[config.mk]
export PLATFORM = sky130hd
export DESIGN_NAME = axi_s_s_pkt
export DESIGN_NICKNAME = d
export VERILOG_FILES = /design/src/rtl/axi_s_s_pkt.sv
export SDC_FILE = /design/constraint.sdc
export NUM_CORES = 1
export LEC_CHECK = 0
export CAP_MARGIN = 20
export CORE_ASPECT_RATIO = 0.6
export CORE_UTILIZATION = 35
export CTS_BUF_LIST = sky130_fd_sc_hd__clkbuf_2
export DETAILED_ROUTE_END_ITERATION = 10
export PLACE_DENSITY = 0.54
export SYNTH_ARGS = -nofsm -noshare
export SYNTH_HDL_FRONTEND = slang
export SYNTH_SLANG_ARGS = --single-unit
[constraint.sdc]
create_clock -name s_aclk -period 3.3 [get_ports s_aclk]
set_clock_uncertainty 0.05 [all_clocks]
set_input_delay 0.66 -clock s_aclk [delete_from_list [all_inputs] [get_ports s_aclk]]
set_output_delay 0.66 -clock s_aclk [all_outputs]
set_load 0.005 [all_outputs]
[src/rtl/axi_s_s_pkt.sv]
// AXI-Stream byte sink: beats go into a DEPTH-entry FIFO drained by rd_en,
// while a two-state packet tracker reports per-packet length, byte sum and overlength.
module axi_s_s_pkt #(
    parameter int DEPTH  = 8,
    parameter int MAXLEN = 15
) (
    input  logic        s_aclk,
    input  logic        s_resetn,
    input  logic        s_tvalid,
    input  logic [7:0]  s_tdata,
    input  logic        s_tlast,
    output logic        s_tready,
    input  logic        rd_en,
    output logic [7:0]  dout,
    output logic        dout_valid,
    output logic        empty,
    output logic        full,
    output logic        pkt_done,
    output logic [3:0]  pkt_len,
    output logic [11:0] pkt_sum,
    output logic        pkt_err
);

    localparam int AW = $clog2(DEPTH);
    localparam logic [0:0] IDLE = 1'b0;
    localparam logic [0:0] RECV = 1'b1;
    localparam logic [AW:0] PTR_ONE = {{AW{1'b0}}, 1'b1};

    logic [7:0]  mem [DEPTH];
    logic [AW:0] wr_ptr, rd_ptr;
    logic        wr_fire, rd_fire;
    logic [0:0]  state;
    logic [3:0]  len_acc;
    logic [11:0] sum_acc;
    logic [4:0]  cnt_nxt;
    logic [11:0] sum_nxt;

    function automatic logic [3:0] sat_len(input logic [4:0] c);
        return c[4] ? 4'hF : c[3:0];
    endfunction

    // The wrap bit distinguishes full from empty when the index bits match.
    assign empty    = (wr_ptr == rd_ptr);
    assign full     = (wr_ptr[AW] != rd_ptr[AW]) && (wr_ptr[AW-1:0] == rd_ptr[AW-1:0]);
    assign s_tready = s_resetn && !full;
    assign wr_fire  = s_tvalid && s_tready;
    assign rd_fire  = rd_en && !empty;

    always_ff @(posedge s_aclk) begin
        if (wr_fire) mem[wr_ptr[AW-1:0]] <= s_tdata;
    end

    always_ff @(posedge s_aclk or negedge s_resetn) begin
        if (!s_resetn) begin
            wr_ptr     <= '0;
            rd_ptr     <= '0;
            dout       <= '0;
            dout_valid <= 1'b0;
        end else begin
            dout_valid <= rd_fire;
            if (wr_fire) wr_ptr <= wr_ptr + PTR_ONE;
            if (rd_fire) begin
                rd_ptr <= rd_ptr + PTR_ONE;
                dout   <= mem[rd_ptr[AW-1:0]];
            end
        end
    end

    // Running totals including the beat being accepted this cycle.
    always_comb begin
        cnt_nxt = 5'd1;
        sum_nxt = {4'b0, s_tdata};
        if (state == RECV) begin
            cnt_nxt = {1'b0, len_acc} + 5'd1;
            sum_nxt = sum_acc + {4'b0, s_tdata};
        end
    end

    always_ff @(posedge s_aclk or negedge s_resetn) begin
        if (!s_resetn) begin
            state    <= IDLE;
            len_acc  <= '0;
            sum_acc  <= '0;
            pkt_done <= 1'b0;
            pkt_len  <= '0;
            pkt_sum  <= '0;
            pkt_err  <= 1'b0;
        end else begin
            pkt_done <= wr_fire && s_tlast;
            if (wr_fire) begin
                if (s_tlast) begin
                    state   <= IDLE;
                    len_acc <= '0;
                    sum_acc <= '0;
                    pkt_len <= sat_len(cnt_nxt);
                    pkt_sum <= sum_nxt;
                    pkt_err <= (cnt_nxt > 5'(MAXLEN));
                end else begin
                    state   <= RECV;
                    len_acc <= sat_len(cnt_nxt);
                    sum_acc <= sum_nxt;
                end
            end
        end
    end

endmodule
# Word-level counts from Yosys, hierarchy flattened
# Memories as Yosys holds them, arrays and structs flattened. A register that Yosys moved wholly into a read port is not among the register bits.
# Index checks and enable logic that the tools add are counted.
# word_totals
input_bits,13
latchBits,0
register_bits,44
out_inout_bits,30
mem_count,1
wordCells,36
rom_bits,0
mem_bits_rw,64
# mem_list
memory,depth,width,read_ports,rd_clocked_by_memory_dff,write_ports,line,rtl
mem,8,8,1,1,1,29,logic [7:0] mem [DEPTH];
# classes
multipliers,0
n_div,0
shifts,0
mux,8
n_reduce_logical,9
n_lt_le_gt_ge,1
n_addsub,4
n_eq_ne,3
bitwise_logic,0
# op_table
cell,count
$mux W12,2
$add A12 B8 Y12,1
$add A4 B1 Y4 const B,2
$mux W4,2
$add A4 B1 Y5 const B,1
$gt A5 B4 Y1 const B,1
$logic_and A1 B1 Y1,5
$mux W5,1
$eq A4 B4 Y1,1
$eq A3 B3 Y1,1
$logic_not A1 Y1,3
$mux W1,3
$reduce_and A2 Y1,1
$ne A1 B1 Y1,1

# Depth between registers and ports, before layout
# Gate-level depths: netlist of run 1.
# logic_depth
depth_word,7
mapped_depth,7
ltp_nobuf,7

# Worst setup path after synthesis of run 1
# OpenSTA, ideal clock, no wires.
# synth_path
kind,reg2reg
from,reg rd_ptr[0]
to,"mem mem[0][0], enable pin"
n_path_buf,3
arrival_ns,2.116
setup_slack_ns,0.739
setup_ns,0.395
synth_period_minus_slack_ns,2.561
stages_incl_launch_ff,7
t_required_ns,2.855
cell_sequence,dfrtp_1 > buf_4 > xnor2_1 > a41o_1 > buf_2 > buf_2 > nor4_1
# synth_between
elab_chain_cells,7
# synth_lines
item,line,rtl
from (decl),30,"logic [AW:0] wr_ptr, rd_ptr;"
from (signal assigned),63,rd_ptr <= rd_ptr + PTR_ONE;
$eq A3 B3 Y1,44,assign full = (wr_ptr[AW] != rd_ptr[AW]) && (wr_ptr[AW-1:0] == rd_ptr[AW-1:0]);
$logic_and A1 B1 Y1,44,
$logic_not A1 Y1,45,assign s_tready = s_resetn && !full;
$logic_and A1 B1 Y1,45,
$logic_and A1 B1 Y1,46,assign wr_fire = s_tvalid && s_tready;
$mux W1,50,if (wr_fire) mem[wr_ptr[AW-1:0]] <= s_tdata;
$mux W1 (not written as such),50,
to (decl),29,
# No other way between the ends.

# Worst setup path after layout of run 1
# layout_path
from,reg wr_ptr[2]
to,out full
# layout_between
elab_chain_cells,2
# layout_lines
item,line,rtl
from (decl),30,
from (signal assigned),61,if (wr_fire) wr_ptr <= wr_ptr + PTR_ONE;
$eq A3 B3 Y1,44,
$logic_and A1 B1 Y1,44,
to (decl),17,"output logic full,"
# No other way between the ends.

==> impl_metrics.tcl, run 1 <==
set metrics [dict create \
    cts_buffers 17 \
    relSlewSlack_pct 54.4 \
    nNetsFinal 460 \
    power_frac_clock_pct 21.1 \
    clk_pin_slew_ns 0.20 \
    track_usage_pct 16.2 \
    vias_per_cell 4.99 \
    cts_hold_buf 0 \
    fin_crit_ns 3.06 \
    hold_class "input port to asynchronous set/reset pin" \
    powerDensity_mw_per_mm2 815 \
    worst_slew_pin_slew_ns 0.684 \
    coreArea_sq_mm 0.0139 \
    grt_util_met2_pct 21.7 \
    crit_arrival_ns 2.35 \
    slew_viol_final 0 \
    antenna_found_initial 1 \
    cts_repair_resize_count 0 \
    p_int_mw 3.19 \
    avgSynthCellArea_sq_um 13.9 \
    wl_mm 11.1 \
    switching_power_mw 1.82 \
    synth_async_sr_flop_share_pct 44.8 \
    post_cts_buffers 0 \
    synth-edff-count 64 \
    reg2reg_to "pkt_sum[10]" \
    cp-start-kind "register" \
    clockRootBuffer "clkbuf_2" \
    hold_slack_ns 0.0985 \
    num_rows 33 \
    htreeDepth 4 \
    wire_per_inst_um 17.3 \
    ios 43 \
    cp.required_ns 2.59 \
    grt_pass1_wl_mm 17.4 \
    dp_hpwl_mm 7.70 \
    fin_setup_tns_ns 0 \
    grtUsageMet3_pct 3.68 \
    gp_congestion 0.796 \
    maxCapViolCount 0 \
    finalHoldViolations 0 \
    grt_max_degree 53 \
    dp_cells 608 \
    grt_pass1_vias 3083 \
    dieArea_sq_mm 0.0151 \
    power_frac_comb_pct 38.2 \
    ys.warnings.count 0 \
    rsz0062_at_grt "false" \
    grt.overflow.total 0 \
    n_fill_cell 1285 \
    syn_to_final_growth_pct 20.6 \
    drive_gt1_share_pct 19.0 \
    yosysUniqueCellTypes 48 \
    clk_path_buf_depth 2 \
    r2r-start "sum_acc[0]" \
    sw_frac_of_total_pct 36.3 \
    busiest_layer "met1" \
    crit_type "register to primary output" \
    num_vias 3196 \
    setup_viol 0 \
    ir_drop_mv 0.370 \
    stdcell_count 641 \
    drtPass1Iterations 5 \
    start_util_pct 36.6 \
    worstRegToRegCells 7 \
    ant_nets 0 \
    clock_latency_ns 0.64 \
    dieHeight_um 95.4 \
    worstPathMaxFanout 7 \
    synth_area_sq_mm 0.00509 \
    synth.ff_latch_count 116 \
    syn_inst 367 \
    fmax_mhz 327 \
    r2r_slack_ns 1.05 \
    tritoncts "yes" \
    synth-main-ff-cell "edfxtp_1" \
    cts_sinks 116 \
    ys_seq_area_share_pct 63.3 \
    grtUsageMet1_pct 25.0 \
    drc 0 \
    drt-initial-drc-count 170 \
    critPathCaptureType "primary output" \
    outcome "finished, final reports clean" \
    fp.dieW_um 158 \
    syn-num-nets 392 \
    port_buffers 42 \
    p_leak_nw 2.43 \
    fin_crit_sh_pct 92.6 \
    seqPwrFrac_pct 40.7 \
]
[per-layer routing]
layer / up-vias / routed length, um
met5: - / 0
met4: 0 / 112
met3: 12 / 553
met2: 84 / 4470
met1: 1583 / 5940
li1: 1517 / -
[cell usage in the layout, fill, tap and decap left out, types with 3 or more instances in the layout]
master	instances
and3_1	3
clkinv_4	3
a21oi_1	8
edfxtp_1	64
mux2i_1	15
nand3_1	3
inv_6	6
clkdlybuf4s50_1	41
dfrtp_1	52
clkbuf_2	17
inv_1	7
xnor2_1	12
o31ai_1	12
o21ai_0	25
nand4_1	6
nor3_1	6
nand2b_1	3
xor2_1	5
nand2_1	55
a21o_1	5
bufinv_16	3
mux4_2	16
buf_4	25
nor2_1	10
ha_1	11
[final cells by class]
| class | instances | area [sq um] | area share [%] |
|---|---|---|---|
| clock buffers | 17 | 85.1 | 1.38 |
| repair buffers | 67 | 603 | 9.82 |
| diodes | 1 | 2.50 | 0.0407 |
| inverters | 7 | 26.3 | 0.428 |
| multi-input cells | 226 | 1770 | 28.8 |
| clock inverters | 15 | 193 | 3.14 |
| flip-flops and latches | 116 | 3220 | 52.5 |
| well taps | 192 | 240 | 3.91 |
[metrics by stage]
stage | area, sq um | utilization [%] | setup WS, ns | power (mW)
6_report | 6140 | 44.2 | 0.245 | 5.01
5_1_grt | 6140 | 44.1 | 0.00812 | 5.35
4_1_cts | 6130 | 44.0 | 0.117 | 5.03
3_5_place_dp | 5850 | 42.0 | 0.287 | 3.97
3_3_place_gp | 5850 | 42.0 | 0.334 | 3.95
2_1_floorplan | 5090 | - | 0.739 | 3.26
[power groups by stage]
stage | logic, mW | registers, mW | clock network [mW]
2_1_floorplan | 1.24 | 2.02 | 0
3_3_place_gp | 1.89 | 2.06 | 0
3_5_place_dp | 1.90 | 2.07 | 0
4_1_cts | 1.92 | 2.03 | 1.08
5_1_grt | 2.12 | 2.08 | 1.14
6_report | 1.91 | 2.04 | 1.06
[state kept, by name (all words and copies together), names as in the netlist]
| signal | cells |
|---|---|
| wr_ptr | 4 |
| pkt_sum | 12 |
| dout | 8 |
| pkt_done | 1 |
| sum_acc | 12 |
| mem | 64 |
| state | 1 |
| dout_valid | 1 |
| rd_ptr | 4 |
| len_acc | 4 |
| pkt_err | 1 |
| pkt_len | 4 |
[critical path, stage by stage, from the launching register on]
cell and delay [ns]:
dfrtp_1 0.52, xnor2_1 0.41, nand3_1 0.13, nor2_1 0.14, clkdlybuf4s50_1 0.52
[Yosys cell counts (2+ instances only)]
library cell | instances | area [sq um]
edfxtp_1 | 64 | 1920
nand2_1 | 55 | 206
dfrtp_1 | 52 | 1300
o21ai_0 | 25 | 125
mux4_2 | 16 | 360
mux2i_1 | 15 | 150
xnor2_1 | 14 | 123
o31ai_1 | 12 | 90.1
ha_1 | 11 | 138
nor2_1 | 10 | 37.5
buf_2 | 9 | 45.0
a21oi_1 | 8 | 40.0
inv_1 | 7 | 26.3
nand4_1 | 6 | 37.5
nor3_1 | 6 | 30.0
a21o_1 | 5 | 37.5
xor2_1 | 5 | 43.8
clkbuf_1 | 4 | 15.0
and3_1 | 3 | 18.8
nand2b_1 | 3 | 18.8
nand3_1 | 3 | 15.0
a221oi_1 | 2 | 17.5
buf_4 | 2 | 15.0
clkbuf_2 | 2 | 10.0
nand3b_1 | 2 | 15.0
nor4_1 | 2 | 12.5
o211ai_1 | 2 | 15.0
o31ai_2 | 2 | 25.0
[logic make-up after synthesis]
family          synth area share, %
compound gates                 9.56
xor+xnor                       3.27
fa+ha+maj                      3.10
buf+inv                        2.26
flops                          63.3
mux                            10.0
simple gates                   8.52
[how the worst max path moves through the flow]
stage                from    endpoint  slack (ns)  cells after the start
2_1_floorplan   rd_ptr[0]   mem[0][0]        0.74                      6
4_1_cts         wr_ptr[1]        full        0.12                      4
5_1_grt         wr_ptr[2]        full       0.008                      4
3_3_place_gp   s_tdata[1]  pkt_sum[7]        0.33                      7
6_report        wr_ptr[2]        full        0.24                      4
3_5_place_dp   s_tdata[1]  pkt_sum[7]        0.29                      7
No activity file was read; power rests on OpenSTA's default activity.
==> run 2: changes to the inputs <==
--- a/config.mk
+++ b/config.mk
@@ -10,6 +10,7 @@
 export CORE_UTILIZATION = 35
 export CTS_BUF_LIST = sky130_fd_sc_hd__clkbuf_2
 export DETAILED_ROUTE_END_ITERATION = 10
+export HOLD_SLACK_MARGIN = 0.02
 export PLACE_DENSITY = 0.54
 export SYNTH_ARGS = -nofsm -noshare
 export SYNTH_HDL_FRONTEND = slang
==> results of run 2 <==
Final layout, timing and power as in run 1 (identical DEF).
==> run 3: changes to the inputs <==
--- a/config.mk
+++ b/config.mk
@@ -12,6 +12,8 @@
 export DETAILED_ROUTE_END_ITERATION = 10
 export HOLD_SLACK_MARGIN = 0.02
 export PLACE_DENSITY = 0.54
+export SLEW_MARGIN = 20
 export SYNTH_ARGS = -nofsm -noshare
 export SYNTH_HDL_FRONTEND = slang
 export SYNTH_SLANG_ARGS = --single-unit
+export TNS_END_PERCENT = 1
==> constraint.sdc (replaced) <==
create_clock -name s_aclk -period 3.2 [get_ports s_aclk]
set_clock_uncertainty 0.05 [all_clocks]
set_input_delay 0.64 -clock s_aclk [delete_from_list [all_inputs] [get_ports s_aclk]]
set_output_delay 0.64 -clock s_aclk [all_outputs]
set_load 0.005 [all_outputs]
==> run 3 against run 2 <==
Compared with the run above:
- die area did not move
- largest power group unchanged
- final area rose by 0.26%
- sequential cell count did not move
==> impl_metrics.tcl, run 3 (synthesis results as in run 1) <==
set metrics [dict create \
    clk_path_buf_depth 2 \
    grt.overflow.total 0 \
    slowest_delay_ns 0.52 \
    vias_per_cell 4.95 \
    fin_crit_sh_pct 90.7 \
    crit_family "flip-flops" \
    dieArea_sq_mm 0.0151 \
    totalPowerFinal_mw 5.12 \
    tritoncts "yes" \
    dp_cells 610 \
    slew_viol_final 0 \
    cts_buffers 17 \
    relSlewSlack_pct 62.4 \
    setup_viol 0 \
    critPathCaptureType "primary output" \
    slowest_stage "dfrtp_1" \
    hold_class "input port to asynchronous set/reset pin" \
    fin_setup_tns_ns 0 \
    num_vias 3183 \
    drtPass1Iterations 5 \
    dpl_worst_slack_ns 0.200 \
    cts_sinks 116 \
    fin_ws_ns 0.296 \
    path_cells "xnor2_2 > nand3_1 > nor2_1 > clkdlybuf4s50_1" \
    track_usage_pct 16.6 \
    clockRootBuffer "clkbuf_2" \
    cp-start-kind "register" \
    dp_hpwl_mm 7.99 \
    fp.dieW_um 158 \
    htreeDepth 4 \
    cp.required_ns 2.51 \
    crit_buf_inv 1 \
    n_fill_cell 1291 \
    drt-initial-drc-count 212 \
    mostFrequentLayoutCells "edfxtp_1 (64), nand2_1 (55), dfrtp_1 (52)" \
    crit_type "register to primary output" \
    p_leak_nw 2.43 \
    dieHeight_um 95.4 \
    worst_slew_pin_slew_ns 0.564 \
    wire_per_inst_um 17.6 \
    ir_drop_mv 0.305 \
    nNetsFinal 463 \
    diodes 0 \
    grt_pass1_wl_mm 17.7 \
    grt_pass1_vias 3120 \
    drive_gt1_share_pct 19.1 \
    maxCapViolCount 0 \
    stdcell_count 643 \
    powerDensity_mw_per_mm2 831 \
    port_buffers 42 \
    grt_max_degree 43 \
    r2r-start "sum_acc[0]" \
    crit_arrival_ns 2.21 \
    num_rows 33 \
    wl_mm 11.3 \
    fmax_mhz 344 \
    fin_crit_ns 2.90 \
    antenna_found_initial 0 \
    start_util_pct 36.6 \
    largest_reg_flops 64 \
    final_common_cell "edfxtp_1" \
    rsz0062_at_grt "false" \
    reg2reg_to "pkt_sum[10]" \
    ios 43 \
    finalHoldViolations 0 \
    drc 0 \
    worstRegToRegCells 7 \
    coreArea_sq_mm 0.0139 \
    gp_congestion 0.773 \
    outcome "finished, final reports clean" \
    clock_latency_ns 0.60 \
    ant_nets 0 \
    worstPathMaxFanout 8 \
    clk_pin_slew_ns 0.18 \
    syn_to_final_growth_pct 20.9 \
    r2r_slack_ns 0.97 \
]
## run 3: cell count changes in the layout (fill, tap and decap cells not counted), moves of 2 or more
| cell | delta |
|---|---|
| inv_6 | -6 |
| clkinvlp_4 | +4 |
| clkinv_1 | +2 |
| buf_4 | +2 |
## run 3: repair_timing
| item | CTS | global route |
|---|---|---|
| resized for setup | 0 | 4 |
| setup endpoints to repair | 0 | 3 |
| hold buffers | 1 | 0 |
| endpoints found under the hold margin | 10 | 0 |
| setup buffers | 0 | 0 |
## run 3: routing by layer
layer	vias up	track usage, %	part of all wire [%]
met2	70	22.5	41
met3	2	3.95	5.7
met5	-	0	0
li1	1518	-	-
met4	0	5.18	0.26
met1	1593	25.6	53
## run 3: cell type report
class / count / area (sq um) / area share [%]
flip-flops and latches: 116 / 3220 / 52.3
multi-input cells: 226 / 1790 / 29.0
repair buffers: 70 / 628 / 10.2
well taps: 192 / 240 / 3.90
clock inverters: 14 / 163 / 2.64
clock buffers: 18 / 90.1 / 1.46
inverters: 7 / 26.3 / 0.427
## run 3: where the power goes
| group | total [mW] | switching (mW) | internal [mW] |
|---|---|---|---|
| registers | 2.12 | 0.228 | 1.89 |
| logic | 2.00 | 1.03 | 0.976 |
| clock network | 1.00 | 0.569 | 0.430 |
| total | 5.12 | 1.82 | 3.30 |
## run 3: through the flow
step           cell area, sq um  utilization, %  hold WS [ns]
3_3_place_gp               5860            42.1         0.407
2_1_floorplan              5090               -         0.294
6_report                   6160            44.3         0.360
3_5_place_dp               5860            42.1         0.410
5_1_grt                    6160            44.3         0.284
4_1_cts                    6130            44.0         0.282
## run 3: worst max path at each step
stage,from,to,slack [ns],cells past startpoint
global placement,s_tdata[1],sum_acc[11],0.22,8
detailed placement,s_tdata[1],sum_acc[11],0.20,8
floorplan,rd_ptr[0],mem[0][0],0.64,6
finish,wr_ptr[1],full,0.30,4
global route,wr_ptr[1],full,0.02,4
CTS,wr_ptr[1],full,0.04,4
